===== config.mk =====
export PLATFORM = sky130hd
export DESIGN_NAME = div_issue_ctrl
export DESIGN_NICKNAME = d
export VERILOG_FILES = /design/src/rtl/div_issue_ctrl.sv
export SDC_FILE = /design/constraint.sdc
export NUM_CORES = 1
export LEC_CHECK = 0
export CAP_MARGIN = 5
export CORE_ASPECT_RATIO = 1.2
export CORE_MARGIN = 1
export CORE_UTILIZATION = 55
export CTS_CLUSTER_SIZE = 40
export DETAILED_ROUTE_END_ITERATION = 6
export GPL_ROUTABILITY_DRIVEN = 1
export GPL_TIMING_DRIVEN = 0
export PLACE_DENSITY = 0.82
export SLEW_MARGIN = 20
export SYNTH_ARGS = -nofsm -noshare
export SYNTH_HDL_FRONTEND = slang
export SYNTH_SLANG_ARGS = --single-unit

===== constraint.sdc =====
create_clock -name clk -period 16.5 [get_ports clk]
set_input_delay 3.3 -clock clk [delete_from_list [all_inputs] [get_ports clk]]
set_output_delay 3.3 -clock clk [all_outputs]
set_load 0.05 [all_outputs]

===== src/rtl/div_issue_ctrl.sv =====
// Issue front-end for the iterative divider: in-order uop queue, local resolution
// of divide-by-zero / signed overflow, and writeback arbitration with flush squash.
module div_issue_ctrl #(
  parameter int DEPTH          = 4,
  parameter int LG_DEPTH       = 2,
  parameter int M_WIDTH        = 64,
  parameter int LG_ROB_ENTRIES = 6,
  parameter int LG_PRF_ENTRIES = 7
) (
  input  logic                      clk,
  input  logic                      reset,
  input  logic                      flush,
  input  logic                      wb_slot_used,
  input  logic                      uop_valid,
  output logic                      uop_ready,
  input  logic [M_WIDTH-1:0]        uop_srcA,
  input  logic [M_WIDTH-1:0]        uop_srcB,
  input  logic [LG_ROB_ENTRIES-1:0] uop_rob_ptr,
  input  logic [LG_PRF_ENTRIES-1:0] uop_prf_ptr,
  input  logic                      uop_signed,
  input  logic                      uop_rem,
  input  logic                      uop_w,
  output logic                      div_start,
  output logic [M_WIDTH-1:0]        div_inA,
  output logic [M_WIDTH-1:0]        div_inB,
  output logic [LG_ROB_ENTRIES-1:0] div_rob_ptr,
  output logic [LG_PRF_ENTRIES-1:0] div_prf_ptr,
  output logic                      div_signed,
  output logic                      div_rem,
  output logic                      div_w,
  output logic                      div_wb_slot_used,
  input  logic                      div_complete,
  input  logic [M_WIDTH-1:0]        div_y,
  input  logic [LG_ROB_ENTRIES-1:0] div_rob_ptr_out,
  input  logic [LG_PRF_ENTRIES-1:0] div_prf_ptr_out,
  output logic                      wb_valid,
  output logic [M_WIDTH-1:0]        wb_data,
  output logic [LG_ROB_ENTRIES-1:0] wb_rob_ptr,
  output logic [LG_PRF_ENTRIES-1:0] wb_prf_ptr,
  output logic                      busy
);

  localparam logic [LG_DEPTH:0]  PTR_ONE = 1;
  localparam logic [M_WIDTH-1:0] MIN_NEG = {1'b1, {(M_WIDTH-1){1'b0}}};

  logic [M_WIDTH-1:0]        q_srcA [DEPTH];
  logic [M_WIDTH-1:0]        q_srcB [DEPTH];
  logic [LG_ROB_ENTRIES-1:0] q_rob  [DEPTH];
  logic [LG_PRF_ENTRIES-1:0] q_prf  [DEPTH];
  logic                      q_signed [DEPTH];
  logic                      q_rem    [DEPTH];
  logic                      q_w      [DEPTH];

  logic [LG_DEPTH:0]   wptr, rptr;
  logic [LG_DEPTH-1:0] widx, ridx;
  logic                full, empty, enq, pop;

  logic                      inflight, squash;
  logic                      bypass_valid;
  logic [M_WIDTH-1:0]        byp_data;
  logic [LG_ROB_ENTRIES-1:0] byp_rob;
  logic [LG_PRF_ENTRIES-1:0] byp_prf;

  logic [M_WIDTH-1:0]        h_srcA, h_srcB, a_ext, byp_next;
  logic [LG_ROB_ENTRIES-1:0] h_rob;
  logic [LG_PRF_ENTRIES-1:0] h_prf;
  logic                      h_signed, h_rem, h_w, h_zero, h_ovf, h_special;
  logic                      launch_div, launch_byp, byp_drain, div_wb;

  assign widx  = wptr[LG_DEPTH-1:0];
  assign ridx  = rptr[LG_DEPTH-1:0];
  assign empty = (wptr == rptr);
  assign full  = (wptr[LG_DEPTH] != rptr[LG_DEPTH]) && (widx == ridx);
  assign uop_ready = !full;
  assign enq = uop_valid && !full && !flush;

  assign h_srcA   = q_srcA[ridx];
  assign h_srcB   = q_srcB[ridx];
  assign h_rob    = q_rob[ridx];
  assign h_prf    = q_prf[ridx];
  assign h_signed = q_signed[ridx];
  assign h_rem    = q_rem[ridx];
  assign h_w      = q_w[ridx];

  assign h_zero = h_w ? (h_srcB[31:0] == 32'h0) : (h_srcB == '0);
  assign h_ovf  = h_signed && (h_w ? (h_srcA[31:0] == 32'h8000_0000 && h_srcB[31:0] == 32'hFFFF_FFFF)
                                   : (h_srcA == MIN_NEG && h_srcB == '1));
  assign h_special = h_zero || h_ovf;

  // Zero-divisor cases win over overflow; W results sign-extend from bit 31.
  always_comb begin
    a_ext = h_w ? {{(M_WIDTH-32){h_srcA[31]}}, h_srcA[31:0]} : h_srcA;
    if (h_zero) byp_next = h_rem ? a_ext : '1;
    else        byp_next = h_rem ? '0 : a_ext;
  end

  assign launch_div = !empty && !h_special && !inflight && !flush;
  assign launch_byp = !empty && h_special && !bypass_valid && !flush;
  assign pop        = launch_div || launch_byp;

  assign div_start   = launch_div;
  assign div_inA     = empty ? '0 : h_srcA;
  assign div_inB     = empty ? '0 : h_srcB;
  assign div_rob_ptr = empty ? '0 : h_rob;
  assign div_prf_ptr = empty ? '0 : h_prf;
  assign div_signed  = !empty && h_signed;
  assign div_rem     = !empty && h_rem;
  assign div_w       = !empty && h_w;

  // Holding the divider off while the bypass is pending keeps the two sources exclusive.
  assign div_wb_slot_used = wb_slot_used || bypass_valid;
  assign byp_drain = bypass_valid && !wb_slot_used && !div_complete && !flush;
  assign div_wb    = div_complete && !squash && !flush;

  assign wb_valid   = byp_drain || div_wb;
  assign wb_data    = byp_drain ? byp_data : (div_wb ? div_y : '0);
  assign wb_rob_ptr = byp_drain ? byp_rob  : (div_wb ? div_rob_ptr_out : '0);
  assign wb_prf_ptr = byp_drain ? byp_prf  : (div_wb ? div_prf_ptr_out : '0);
  assign busy = !empty || inflight || bypass_valid;

  always_ff @(posedge clk) begin
    if (enq) begin
      q_srcA[widx]   <= uop_srcA;
      q_srcB[widx]   <= uop_srcB;
      q_rob[widx]    <= uop_rob_ptr;
      q_prf[widx]    <= uop_prf_ptr;
      q_signed[widx] <= uop_signed;
      q_rem[widx]    <= uop_rem;
      q_w[widx]      <= uop_w;
    end
  end

  always_ff @(posedge clk or negedge reset) begin
    if (!reset) begin
      wptr         <= '0;
      rptr         <= '0;
      bypass_valid <= 1'b0;
      byp_data     <= '0;
      byp_rob      <= '0;
      byp_prf      <= '0;
    end else if (flush) begin
      wptr         <= '0;
      rptr         <= '0;
      bypass_valid <= 1'b0;
    end else begin
      if (enq) wptr <= wptr + PTR_ONE;
      if (pop) rptr <= rptr + PTR_ONE;
      if (launch_byp) begin
        bypass_valid <= 1'b1;
        byp_data     <= byp_next;
        byp_rob      <= h_rob;
        byp_prf      <= h_prf;
      end else if (byp_drain) begin
        bypass_valid <= 1'b0;
      end
    end
  end

  // A flushed in-flight op stays tracked until the divider finishes it.
  always_ff @(posedge clk or negedge reset) begin
    if (!reset) begin
      inflight <= 1'b0;
      squash   <= 1'b0;
    end else if (div_complete) begin
      inflight <= 1'b0;
      squash   <= 1'b0;
    end else if (launch_div) begin
      inflight <= 1'b1;
    end else if (flush && inflight) begin
      squash <= 1'b1;
    end
  end

endmodule


# After elaboration in Yosys (flattened, before gate mapping)
# Memory sizes are Yosys's and may differ from the RTL's.
# Index checks and enable logic that the tools add are counted.
[op_classes]
add_sub_neg = 2
eq_ne = 8
bitwise_logic = 1
reduce_logical = 45
n_mux = 30
[ops]
columns = ["operator", "count"]
rows = [
  ["64-bit 2-to-1 mux", 8],
  ["64-bit == test, second input constant", 2],
  ["32-bit == test, second input constant", 2],
  ["64-bit logical NOT", 1],
  ["32-bit logical NOT", 1],
  ["1-bit logical AND", 21],
  ["7-bit 2-to-1 mux", 3],
  ["6-bit 2-to-1 mux", 3],
  ["1-bit 2-to-1 mux", 12],
  ["3-bit 2-to-1 mux", 4],
  ["1-bit logical NOT", 9],
  ["2-bit nonzero test", 4],
  ["3-bit by 1-bit adder with 3-bit output, second input constant", 2],
  ["1-bit logical OR", 6],
  ["2-bit AND reduction", 2],
  ["3-bit == test", 1],
  ["3-bit nonzero test", 1],
  ["2-bit == test", 1],
  ["2-bit != test, second input constant", 1],
  ["1-bit != test", 1],
  ["1-bit inverter", 1],
]
[word_totals]
ff_bits = 86
ramBits = 576
memories = 7
word_cells = 101
[memory_table]
columns = ["name", "words", "word_bits", "read_ports", "rd_ports_with_merged_regs", "write_ports", "line", "text"]
rows = [
  ["q_srcA", 4, 64, 1, 0, 1, "46", "logic [M_WIDTH-1:0] q_srcA [DEPTH];"],
  ["q_srcB", 4, 64, 1, 0, 1, "47", "logic [M_WIDTH-1:0] q_srcB [DEPTH];"],
  ["q_prf", 4, 7, 1, 0, 1, "49", "logic [LG_PRF_ENTRIES-1:0] q_prf [DEPTH];"],
  ["q_rob", 4, 6, 1, 0, 1, "48", "logic [LG_ROB_ENTRIES-1:0] q_rob [DEPTH];"],
  ["q_rem", 4, 1, 1, 0, 1, "51", "logic q_rem [DEPTH];"],
  ["q_signed", 4, 1, 1, 0, 1, "50", "logic q_signed [DEPTH];"],
  ["1 more memories", "--", "--", "--", "--", "--", "--", ""],
]

# Longest topological paths before layout
# An unclocked memory read counts as a cell.
[depth]
ltp_word = 13
ltp_mapped = 15
mapped_depth_nobuf = 8

# Worst setup path after synthesis
# OpenSTA, ideal clock, no wires.
[synth_timing]
path_type = "input -> output"
from = "input flush"
to = "output div_start"
cell_stages = 2
slack_ns = 8.099
arrival_ns = 5.101
path_buffers = 1
path_cell_list = "clkbuf_1 -> nor4_1"
[synth_via]
elab_chain_cells = 2
[synth_lines]
columns = ["item", "line", "text"]
rows = [
  ["from (decl)", "12", "input logic flush,"],
  ["1-bit logical NOT", "97", "assign launch_div = !empty && !h_special && !inflight && !flush;"],
  ["1-bit logical AND", "97", ""],
  ["to (decl)", "23", "output logic div_start,"],
]
# Every way passes these cells.

# Worst setup path in the final report
[layout_timing]
from = "register rptr[1]"
to = "output div_inB[24]"
[layout_via]
elab_chain_cells = 2
[layout_lines]
columns = ["item", "line", "text"]
rows = [
  ["from (decl)", "54", "logic [LG_DEPTH:0] wptr, rptr;"],
  ["from (signal assigned)", "147", "if (pop) rptr <= rptr + PTR_ONE;"],
  ["memory 4 x 64 bit / 3-bit == test (equally long branches)", "--", ""],
  ["64-bit 2-to-1 mux (*)", "103", "assign div_inB = empty ? '0 : h_srcB;"],
  ["to (decl)", "25", "output logic [M_WIDTH-1:0] div_inB,"],
]
# Mark *: on every way between the ends. The rest lies on a longest branch, timed or not.

==> out/metrics.sh <==
FINAL_CRITICAL_PATH_SETUP_SLACK_PS=6500
CP.REQUIRED_PS=13200
TOTALNEGATIVESETUPSLACK_PS=0
REG2REG_SLACK_PS=11140
SYNTH_SEQ_AREA_SHARE=0.722
NUM_IO_PINS=453
GRT_REMAINING_OVERFLOW=0
SYN_AREA_SQ_UM=26900
IO_BUFFER_COUNT=452
START_UTIL=0.559
GRT_USE_TOTAL=0.301
FINAL_SETUP_VIOLATION_COUNT=0
CTS_NUM_SINKS=662
LAYOUT-DRIVE-GT1-SHARE=0.149
CLOCK_INPUT_TRANSITION_AT_THE_SEQUENTIAL_CELLS_OF_THE_WORST_SETUP_AND_HOLD_PATHS_PS=70
CTSHOLDBUFFERS=0
SYNTH.FF_LATCH_COUNT=662
P_LEAK_uW=0.0117
DETAILEDROUTE.FIRSTPASSITERATIONCOUNT=6
CRITICAL_PATH.STARTPOINT='rptr[1]'
YOSYS.AREA.TOP_TYPE='edfxtp_1'
FP.COREAREA_SQ_UM=48200
CAPTURE_POINT_OF_THE_CRITICAL_PATH='div_inB[24]'
ROUTED-VIA-COUNT=16748
SYNTHESIS.YOSYS.WARNINGS=0
HOLDCRITPATHCLASS='register to register'
DOMINANT_CELL_TYPE_BY_COUNT_ON_THE_CRITICAL_PATH='clkbuf_1'
HOLDPATHSTAGES=2
WORSTREGTOREGCELLS=13
AREA_GROWTH_PCT=28.6
FINALNONFILLERCELLS=2728
WORSTPATHCELLLIST='buf_2 > buf_2 > buf_1 > clkbuf_1 > xor2_1 > or3_1 > clkbuf_1 > clkbuf_1 > clkbuf_1 > and2_1 > clkdlybuf4s50_1'
STATUS='completed'
SYNTH_TOP_FLOP_CELL='edfxtp_1'
CLOCK_TREE.HTREE_LEVEL_COUNT=2
ARRIVAL_PS=6700
GRT_PASS1_VIAS=17216
POWER-PER-CELL-AREA_nW_PER_UM2=166
VIASPERCELL=6.14
MAX-CLOCK-PATH-BUFFERS=3
CTS_SETUP_BUFFERS=0
FINAL_AREA_SQ_UM=34600
WORST_CLOCK_SKEW_PS=17.2
RESIDUAL_DRC_COUNT=0
TIMING.SETUP.CRITICAL_PATH_CLASS='register to output port'
SYNTH.DISTINCT_CELLS=45
WL_PER_CELL_UM=27.5
DIEWIDTH_UM=204
PEAKVDDDROP_mV=0.159
CTS.ROOT.BUFFER_CELL='clkbuf_16'
PLACE_CONGESTION=0.860
PLACE.DETAILED.INSTANCES=2598
CP_SLOWEST_STAGE_DELAY_PS=830
DRT_WL_TOTAL_UM=75100
PLACED_CELL_AREA_SQ_UM=32600
POSTSYNTHAREAPERCELL_SQ_UM=18.0
GRT_FIRST_PASS_WIRELENGTH_UM=109000
MAX_CAP_VIOL_COUNT=0
CTS_MADE_BUFFERS=61
SYNTH_ASYNC_SR_FLOP_SHARE=0.130
CLKLATENCYLATEPIN_PS=640
GRT_ANTENNA_BEFORE_REPAIR=26
CRITICAL-PATH-SLOWEST-CELL='clkbuf_1'
ANTENNA_LEFT=0
YOSYS-TOP-CELLS-AREA='edfxtp_1 (64%), mux4_2 (12%), dfrtp_1 (8.0%)'
MAPPEDNETLISTNETS=1731
PERIOD_SHARE=0.606
REGTOREGENDPOINT='byp_data[26]'
MAXIMUM_NUMBER_OF_PINS_ON_ONE_NET_BEFORE_GLOBAL_ROUTE_REPAIR=46
MAXIMUM_FANOUT_ENCOUNTERED_ON_THE_CRITICAL_TIMING_PATH=10
CTS_TREE='built'
FINAL_NET_COUNT=2263
DR.FIRST_ITER.DRC_COUNT=1529
POST-DP-HPWL_UM=53300
POST_CTS.RESIZED_INSTANCES=0
RSZ0062_AT_GRT='false'
POST-PLACE-WS_PS=6680
TIMING_WORST_SLEW_PIN_VALUE_PS=1020
ENDPOINT_KIND='output port'
NETLIST.AREA_LEADER.SHARE=0.642
FINAL_HOLD_VIOL_COUNT=0
R2R_START='rptr[1]'
STARTPOINT_TYPE='register'
FIN_WORST_HOLD_SLACK_PS=483
ROWS=88
SYN_INST=1499
REPORT.FINAL.SLEW_VIOL_COUNT=0
FINALCRITICALPERIOD_PS=10000
DIE_AREA_SQ_UM=49900
MAX-SLEW-MARGIN-REL=0.321
MAX_CLOCK_FREQ_GHz=0.100
DIE_H_UM=244
SYNTH-EDFF-COUNT=576
-- state kept, by name, summed over array words and instances (netlist names), 3 cells and up --
name and flops:
q_srcA 256, q_srcB 256, byp_data 64, q_prf 28
q_rob 24, byp_prf 7, byp_rob 6, q_rem 4
q_signed 4, q_w 4, rptr 3, wptr 3
-- cell families (layout without fill, tap and decap cells) --
| family | Yosys count | count (layout) | synth area share |
|---|---|---|---|
| flops | 662 | 662 | 0.722 |
| simple gates | 344 | 344 | 0.0703 |
| compound gates | 217 | 217 | 0.0594 |
| mux | 161 | 161 | 0.127 |
| buf+inv | 105 | 689 | 0.0174 |
| fa+ha+maj | 5 | 5 | 0.00232 |
| xor+xnor | 5 | 5 | 0.00163 |
| other cells | 0 | 15 | 0 |
-- synth_stat cells (5+ instances only) --
library cell / n
edfxtp_1: 576
and2_1: 148
mux4_2: 143
a22o_1: 108
dfrtp_1: 86
nand2_1: 71
a21oi_1: 66
clkbuf_1: 66
nor2_1: 44
o31ai_1: 32
nor4_1: 27
buf_2: 20
nand4_1: 19
mux2_2: 12
buf_4: 9
or4_1: 8
ha_1: 5
-- metal layers --
metal / routed length, um / track usage / share of wire / up-vias
li1: - / - / - / 7121
met1: 27400 / 0.375 / 0.36 / 8578
met2: 38700 / 0.511 / 0.52 / 866
met3: 6020 / 0.0653 / 0.080 / 163
met4: 2870 / 0.126 / 0.038 / 20
met5: 135 / 0 / 0.0018 / -
-- cell type report --
type	count	area [sq um]
Sequential cell	662	19400
Fill cell	3006	13600
Multi-Input combinational cell	732	7040
Timing Repair Buffer	469	4900
Clock buffer	79	1640
Tap cell	630	788
Buffer	101	453
Clock inverter	36	322
Antenna cell	15	37.5
Inverter	4	15.0
-- power by group --
part / internal (uW) / switching [uW] / total, uW
Combinational: 845 / 1630 / 2480
Sequential: 1870 / 14.1 / 1890
Clock: 768 / 620 / 1390
-- cell usage in the layout, fill, tap and decap left out, drive strengths merged, types with 3 or more instances in the layout --
cell type and instances:
edfxtp 576, nor3 3, buf 53, nand2b 3, nor4 28, xor2 4
clkinvlp 4, dfrtp 86, or4 8, ha 5, and2 148, mux4 143
clkdlybuf4s50 451, nand4 19, nand2 71, clkbuf 145, o31ai 32, a22o 108
or4b 3, or2 4, inv 5, mux2 16, a21oi 66, clkinv 27
nor2 44, diode 15, o21ai 6, nand3 4, bufinv 4
-- worst min path at each step --
stage          slack [ps]         start            to
2_1_floorplan         450   byp_data[0]   byp_data[0]
3_3_place_gp          470  byp_data[29]  byp_data[29]
3_5_place_dp          480  byp_data[28]  byp_data[28]
4_1_cts               490  byp_data[28]  byp_data[28]
5_1_grt               510   byp_data[2]   byp_data[2]
6_report              480  byp_data[28]  byp_data[28]
-- critical path, delay by kind of cell (launching register included) --
family / cells / cell delay, ps
buffers and inverters: 8 / 4990
flip-flops: 1 / 410
AND/OR/NAND/NOR: 2 / 370
XOR/XNOR: 1 / 280
-- through the flow --
step | utilization | total power, uW
final | 0.718 | 5760
after global routing | 0.718 | 5920
after CTS | 0.718 | 5770
after detailed placement | 0.677 | 4390
after global placement | 0.669 | 4370
after floorplan | - | 3500
Note: power is estimated with default switching activity, not from simulation.
